File: config.mk
export PLATFORM = sky130hd
export DESIGN_NAME = modexp_sequencer_flat
export DESIGN_NICKNAME = d
export VERILOG_FILES = /design/src/rtl/modexp_sequencer_if.sv /design/src/rtl/modexp_sequencer.sv /design/src/flat_wrapper.sv
export SDC_FILE = /design/constraint.sdc
export NUM_CORES = 1
export LEC_CHECK = 0
export ABC_AREA = 1
export BUFFER_PORTS_ARGS = -buffer_cell sky130_fd_sc_hd__buf_2
export CORE_MARGIN = 2
export CORE_UTILIZATION = 52
export DETAILED_ROUTE_END_ITERATION = 7
export PLACE_DENSITY_LB_ADDON = 0.05
export SLEW_MARGIN = 15
export SYNTH_ARGS = -nofsm -noshare
export SYNTH_HDL_FRONTEND = slang
export SYNTH_SLANG_ARGS = --single-unit
File: constraint.sdc
create_clock -name clk -period 3.56 [get_ports clk]
set_clock_uncertainty 0.05 [all_clocks]
set_input_delay 0.712 -clock clk [delete_from_list [all_inputs] [get_ports clk]]
set_output_delay 0.712 -clock clk [all_outputs]
set_load 0.01 [all_outputs]
File: src/rtl/modexp_sequencer_if.sv
// modexp_sequencer_if: command, acknowledge and enable bundle between host/datapath and the sequencer
interface modexp_sequencer_if #(
  parameter int EXP_WIDTH = 32,
  localparam int IDX_W = $clog2(EXP_WIDTH)
);
  logic             start;
  logic [1:0]       op;
  logic             init_ack;
  logic             mul_ack;
  logic             mod_ack;
  logic             exp_bit;
  logic [IDX_W-1:0] bit_idx;
  logic             busy;
  logic             initialize;
  logic             en_square;
  logic             en_multiply;
  logic             en_modulo;
  logic             update_e;
  logic             update_n;
  logic             done;
  logic             cmd_err;
  modport master (
    output start, op, init_ack, mul_ack, mod_ack, exp_bit,
    input  bit_idx, busy, initialize, en_square, en_multiply, en_modulo,
           update_e, update_n, done, cmd_err
  );
  modport slave (
    input  start, op, init_ack, mul_ack, mod_ack, exp_bit,
    output bit_idx, busy, initialize, en_square, en_multiply, en_modulo,
           update_e, update_n, done, cmd_err
  );
endinterface

File: src/rtl/modexp_sequencer.sv
// modexp_sequencer: left-to-right square-and-multiply control FSM with exponent bit counter
module modexp_sequencer #(
  parameter int EXP_WIDTH = 32,
  localparam int IDX_W = $clog2(EXP_WIDTH)
) (
  input logic clk,
  input logic rst,
  modexp_sequencer_if.slave s
);
  typedef enum logic [3:0] {
    IDLE, INIT, SQUARE, SQ_MOD, MULT, MUL_MOD, DONE, UPD_E, UPD_N
  } state_e;
  localparam logic [IDX_W-1:0] TOP_IDX = IDX_W'(EXP_WIDTH - 1);
  state_e           state_q, state_d;
  logic [IDX_W-1:0] bit_idx_q, bit_idx_d;
  logic             cmd_err_q, cmd_err_d;
  logic             last;
  assign last = bit_idx_q == '0;
  always_ff @(posedge clk) begin
    if (rst) begin
      state_q   <= IDLE;
      bit_idx_q <= TOP_IDX;
      cmd_err_q <= 1'b0;
    end else begin
      state_q   <= state_d;
      bit_idx_q <= bit_idx_d;
      cmd_err_q <= cmd_err_d;
    end
  end
  always_comb begin
    state_d   = state_q;
    bit_idx_d = bit_idx_q;
    cmd_err_d = 1'b0;
    unique case (state_q)
      IDLE: begin
        state_d   = !s.start         ? IDLE  :
                    s.op == 2'b00    ? INIT  :
                    s.op == 2'b01    ? UPD_E :
                    s.op == 2'b10    ? UPD_N : IDLE;
        cmd_err_d = s.start && s.op == 2'b11;
      end
      INIT: begin
        bit_idx_d = TOP_IDX;
        state_d   = s.init_ack ? SQUARE : INIT;
      end
      SQUARE: state_d = s.mul_ack ? SQ_MOD : SQUARE;
      // exp_bit is only meaningful on the cycle the squared value is reduced
      SQ_MOD: if (s.mod_ack) begin
        state_d   = s.exp_bit ? MULT : last ? DONE : SQUARE;
        bit_idx_d = (!s.exp_bit && !last) ? bit_idx_q - IDX_W'(1) : bit_idx_q;
      end
      MULT: state_d = s.mul_ack ? MUL_MOD : MULT;
      MUL_MOD: if (s.mod_ack) begin
        state_d   = last ? DONE : SQUARE;
        bit_idx_d = last ? bit_idx_q : bit_idx_q - IDX_W'(1);
      end
      default: state_d = IDLE;
    endcase
  end
  always_comb begin
    s.bit_idx     = bit_idx_q;
    s.busy        = state_q != IDLE;
    s.initialize  = state_q == INIT;
    s.en_square   = state_q == SQUARE;
    s.en_multiply = state_q == MULT;
    s.en_modulo   = state_q == SQ_MOD || state_q == MUL_MOD;
    s.update_e    = state_q == UPD_E;
    s.update_n    = state_q == UPD_N;
    s.done        = state_q == DONE;
    s.cmd_err     = cmd_err_q;
  end
endmodule

File: src/flat_wrapper.sv
// flat-port wrapper written by rule: the top's interface ports become plain ports
module modexp_sequencer_flat 
#(
  parameter int EXP_WIDTH = 32,
  localparam int IDX_W = $clog2(EXP_WIDTH)
)
  (clk, rst, s_start, s_op, s_init_ack, s_mul_ack, s_mod_ack, s_exp_bit, s_bit_idx, s_busy, s_initialize, s_en_square, s_en_multiply, s_en_modulo, s_update_e, s_update_n, s_done, s_cmd_err);
  modexp_sequencer_if #(.EXP_WIDTH(EXP_WIDTH)) s_i ();
  input logic clk;
  input logic rst;
  input wire logic [$bits(s_i.start)-1:0] s_start;
  input wire logic [$bits(s_i.op)-1:0] s_op;
  input wire logic [$bits(s_i.init_ack)-1:0] s_init_ack;
  input wire logic [$bits(s_i.mul_ack)-1:0] s_mul_ack;
  input wire logic [$bits(s_i.mod_ack)-1:0] s_mod_ack;
  input wire logic [$bits(s_i.exp_bit)-1:0] s_exp_bit;
  output wire logic [$bits(s_i.bit_idx)-1:0] s_bit_idx;
  output wire logic [$bits(s_i.busy)-1:0] s_busy;
  output wire logic [$bits(s_i.initialize)-1:0] s_initialize;
  output wire logic [$bits(s_i.en_square)-1:0] s_en_square;
  output wire logic [$bits(s_i.en_multiply)-1:0] s_en_multiply;
  output wire logic [$bits(s_i.en_modulo)-1:0] s_en_modulo;
  output wire logic [$bits(s_i.update_e)-1:0] s_update_e;
  output wire logic [$bits(s_i.update_n)-1:0] s_update_n;
  output wire logic [$bits(s_i.done)-1:0] s_done;
  output wire logic [$bits(s_i.cmd_err)-1:0] s_cmd_err;
  assign s_i.start = s_start;
  assign s_i.op = s_op;
  assign s_i.init_ack = s_init_ack;
  assign s_i.mul_ack = s_mul_ack;
  assign s_i.mod_ack = s_mod_ack;
  assign s_i.exp_bit = s_exp_bit;
  assign s_bit_idx = s_i.bit_idx;
  assign s_busy = s_i.busy;
  assign s_initialize = s_i.initialize;
  assign s_en_square = s_i.en_square;
  assign s_en_multiply = s_i.en_multiply;
  assign s_en_modulo = s_i.en_modulo;
  assign s_update_e = s_i.update_e;
  assign s_update_n = s_i.update_n;
  assign s_done = s_i.done;
  assign s_cmd_err = s_i.cmd_err;
  modexp_sequencer #(.EXP_WIDTH(EXP_WIDTH)) u_core (.clk(clk), .rst(rst), .s(s_i));
endmodule
==> impl_summary.log <==
[metrics] routability cong.: 0.7656
[metrics] RSZ-0062 raised after global routing: no
[metrics] count of inserted antenna diode cells: 0
[metrics] VDD IR-drop max: 0.2619 mV
[metrics] initial antenna violation count: 0
[metrics] classification of the worst-slack hold path: reg2reg
[metrics] clock period minus worst slack: 2027 ps
[metrics] area of all placed cells without fillers: just under 900 um2
[metrics] nets in the synthesized netlist: 121
[metrics] ordered list of cells on the worst path: nand2_1 > inv_2 > nand2_2 > nand2_4 > buf_2
[metrics] Slew headroom: 0.8248
[metrics] final non-filler cell total: 152
[metrics] register area: approximately 200 um2
[metrics] total clock sinks: 10
[metrics] Crit path buffers/inverters: 2
[metrics] cell area after placement: 838.3 um2
[metrics] Clock Tree Buf Depth: 2
[metrics] CP arrival: about 1300 ps
[metrics] fraction of layout instances using a drive strength above 1: 0.3139
[metrics] kind of capture point of the worst setup path: output port
[metrics] number of gates resized after CTS: 0
[metrics] post-CTS clock slew at the launch and capture registers of the worst setup and hold paths: 70 ps
[metrics] I/O pin count: 23
[metrics] sum of overflow across all layers after global routing: 0
[metrics] maximum number of pins on one net before global-route repair: 10
[metrics] leakage component of the power: approximately 0.0005 uW
[metrics] Pins Over Slew Limit: 0
[metrics] horizontal extent of the die: about 40 um
[metrics] worst-margin pin slew: between 200 and 300 ps
[metrics] maximum achievable frequency: 493.2 MHz
[metrics] # hold bufs at CTS: 0
[metrics] area growth from synthesis to final layout: 23.28%
[metrics] critical path required time: between 2000 and 3000 ps
[metrics] Vias per Instance: slightly above 5
[metrics] number of CTS-inserted buffers: 3
[metrics] switching fraction of total power: 0.3653
[metrics] instance count of the mapped netlist: approximately 110
[metrics] fillcell total: 130
[metrics] type of the setup path with the least slack: reg2out
[metrics] TritonCTS clock tree: done
[metrics] Post-layout nets: roughly 150
[metrics] Clk pwr share: 0.279
[metrics] final-layout setup total negative slack: 0 ps
[metrics] Detail Placement HPWL: 1.331 mm
[metrics] dominant delay contributor by cell family on the critical path: flip-flops
[metrics] number of register bits inferred by synthesis: 10
[metrics] number of cells after detailed placement: 148
[metrics] Pwr per Cell Area: about 420 nW/um2
[metrics] final wirelength: around 1.7 mm
[metrics] root buffer selected by CTS: sky130_fd_sc_hd__clkbuf_4
[metrics] Power Internal: 233.7 uW
[metrics] average cell area after synthesis: 6.391 um2
[metrics] Setup violations, final: 0
[metrics] final antenna-violating net count: 0
[metrics] Starting DRT DRC Count: 14
[metrics] maximum single-stage delay on the critical path: around 440 ps
[metrics] number of search-and-repair iterations in the first detailed-routing pass: 4
[metrics] Core Region: 1285 um2
[metrics] Synth Cell Area: ~710 um2
[metrics] number of port buffers: 22
[metrics] number of H-tree branching levels: 1
[metrics] Sequential Power Share: 0.382
[metrics] max-cap violations: 0
[metrics] Die Y-Extent: just over 40 um
[metrics] number of vias in the routed layout: roughly 760
[metrics] Crit-path slowest cell: sky130_fd_sc_hd__dfxtp_1
[metrics] initial core utilization: 0.5521
[metrics] first-pass GRT wire length: 2.656 mm
[metrics] area occupied by multi-input gates: approximately 450 um2
[metrics] number of hold violations in the final report: 0
[metrics] maximum fanout encountered on the critical timing path: 9
[metrics] status: finished clean
[metrics] vias in the first global route: roughly 620
[metrics] combined global-route utilization of all metal layers: 0.2461
[metrics] clock network latency to the later pin of the worst-skew pair: around 260 ps
[metrics] average detailed-routed wire length per instance: approximately 11 um
[metrics] detailed-route DRC error count: 0
[metrics] startpoint type of the worst setup path: flip-flop
[metrics] distinct cell type count after synthesis: 20
[metrics] total die area: ~1700 um2
[metrics] total of warnings raised by yosys: 0
[metrics] switching power total: 134.5 uW
[metrics] final hold slack: around 460 ps
[metrics] fraction of power consumed by combinational cells: 0.338
[metrics] final period utilization: 0.5695
[metrics] Seq/Total Area, Yosys: 0.2822
[metrics] number of setup buffers added after CTS: 0
[metrics] row cnt: 13
==> layout by cell type, fill, tap and decap left out, drive strengths merged <==
cell type	instances
dfxtp	10
nor2	19
buf	22
nand2	28
a21oi	4
nand4	2
nand3b	1
xnor2	1
nor4	1
ha	1
inv	17
clkbuf	4
nand3	21
o21ai	6
==> cell usage after synthesis, drive strengths merged <==
cell,n,area [um2]
a21oi,4,23.77
dfxtp,10,200.2
ha,1,12.51
inv,17,63.81
nand2,28,140.1
nand3,21,110.1
nand3b,1,7.510
nand4,2,12.51
nor2,19,93.84
nor4,1,6.260
o21ai,6,30.02
xnor2,1,8.760
==> path summary, 6_finish.rpt <==
check | startpoint | end | slack [ps] | cells after the start
worst max-delay path | u_core.state_q[1]$_SDFFE_PP0P_ | s_en_modulo | 1530 | 5
worst min-delay path | u_core.s.bit_idx[1]$_SDFFE_PP1P_ | u_core.s.bit_idx[1]$_SDFFE_PP1P_ | 460 | 2
worst max register to register | u_core.s.bit_idx[0]$_SDFFE_PP1P_ | u_core.s.bit_idx[0]$_SDFFE_PP1P_ | 2160 | 8
worst min register to register | u_core.s.bit_idx[1]$_SDFFE_PP1P_ | u_core.s.bit_idx[1]$_SDFFE_PP1P_ | 460 | 2
==> sequential cells by signal, summed over array words and instances (netlist names) <==
signal            flops
u_core.state_q        4
u_core.s.bit_idx      5
u_core.s.cmd_err      1
==> final cells by class <==
type	instances	area share
clock buffer	4	0.04149
inverter	17	0.07296
multi-input combinational	84	0.5093
sequential	10	0.2289
tap	15	0.02146
timing repair buffer	22	0.1259
==> worst register-to-register path: cells and delay by family (launching register included) <==
kind,cells,cell delay [ps]
DFF,1,380
buffers and inverters,1,90
adders and majority gates,1,250
AOI/OAI and AO/OA,1,150
and+or+nand+nor,5,370
==> layer usage <==
| layer | vias to the layer above | wire length, um | GRT usage |
|---|---|---|---|
| met1 | 327 | 823 | 0.3203 |
| met4 | 0 | 29 | 0.1333 |
| li1 | 414 | - | - |
| met2 | 19 | 760 | 0.3828 |
| met5 | - | 0 | 0 |
| met3 | 4 | 64 | 0.03804 |
==> power groups by stage <==
stage | Clock, uW | Sequential, uW | Combinational, uW
2_1_floorplan | 0 | 145 | 81.3
6_report | 103 | 141 | 125
3_5_place_dp | 0 | 143 | 124
4_1_cts | 106 | 140 | 125
3_3_place_gp | 0 | 142 | 121
5_1_grt | 113 | 143 | 142
==> stage by stage <==
| step | worst slack (ps) | utilization | total power, uW |
|---|---|---|---|
| finish | 1533 | 0.6806 | 368.2 |
| detailed placement | 1820 | 0.6524 | 266.6 |
| CTS | 1529 | 0.6806 | 371.6 |
| global route | 1426 | 0.6806 | 398.0 |
| global placement | 1830 | 0.6524 | 263.0 |
| floorplan | 1965 | - | 226.2 |
==> logic make-up (layout without fill, tap and decap cells) <==
logic type / count (synthesis) / after routing / share of synthesized area
AND/OR/NAND/NOR: 72 / 72 / 0.5221
XOR/XNOR: 1 / 1 / 0.01235
adder cells (fa/ha/maj): 1 / 1 / 0.01763
flip-flops: 10 / 10 / 0.2822
AO/OA/AOI/OAI: 10 / 10 / 0.07582
buffers and inverters: 17 / 43 / 0.08995
(Power assumes the default switching activity.)
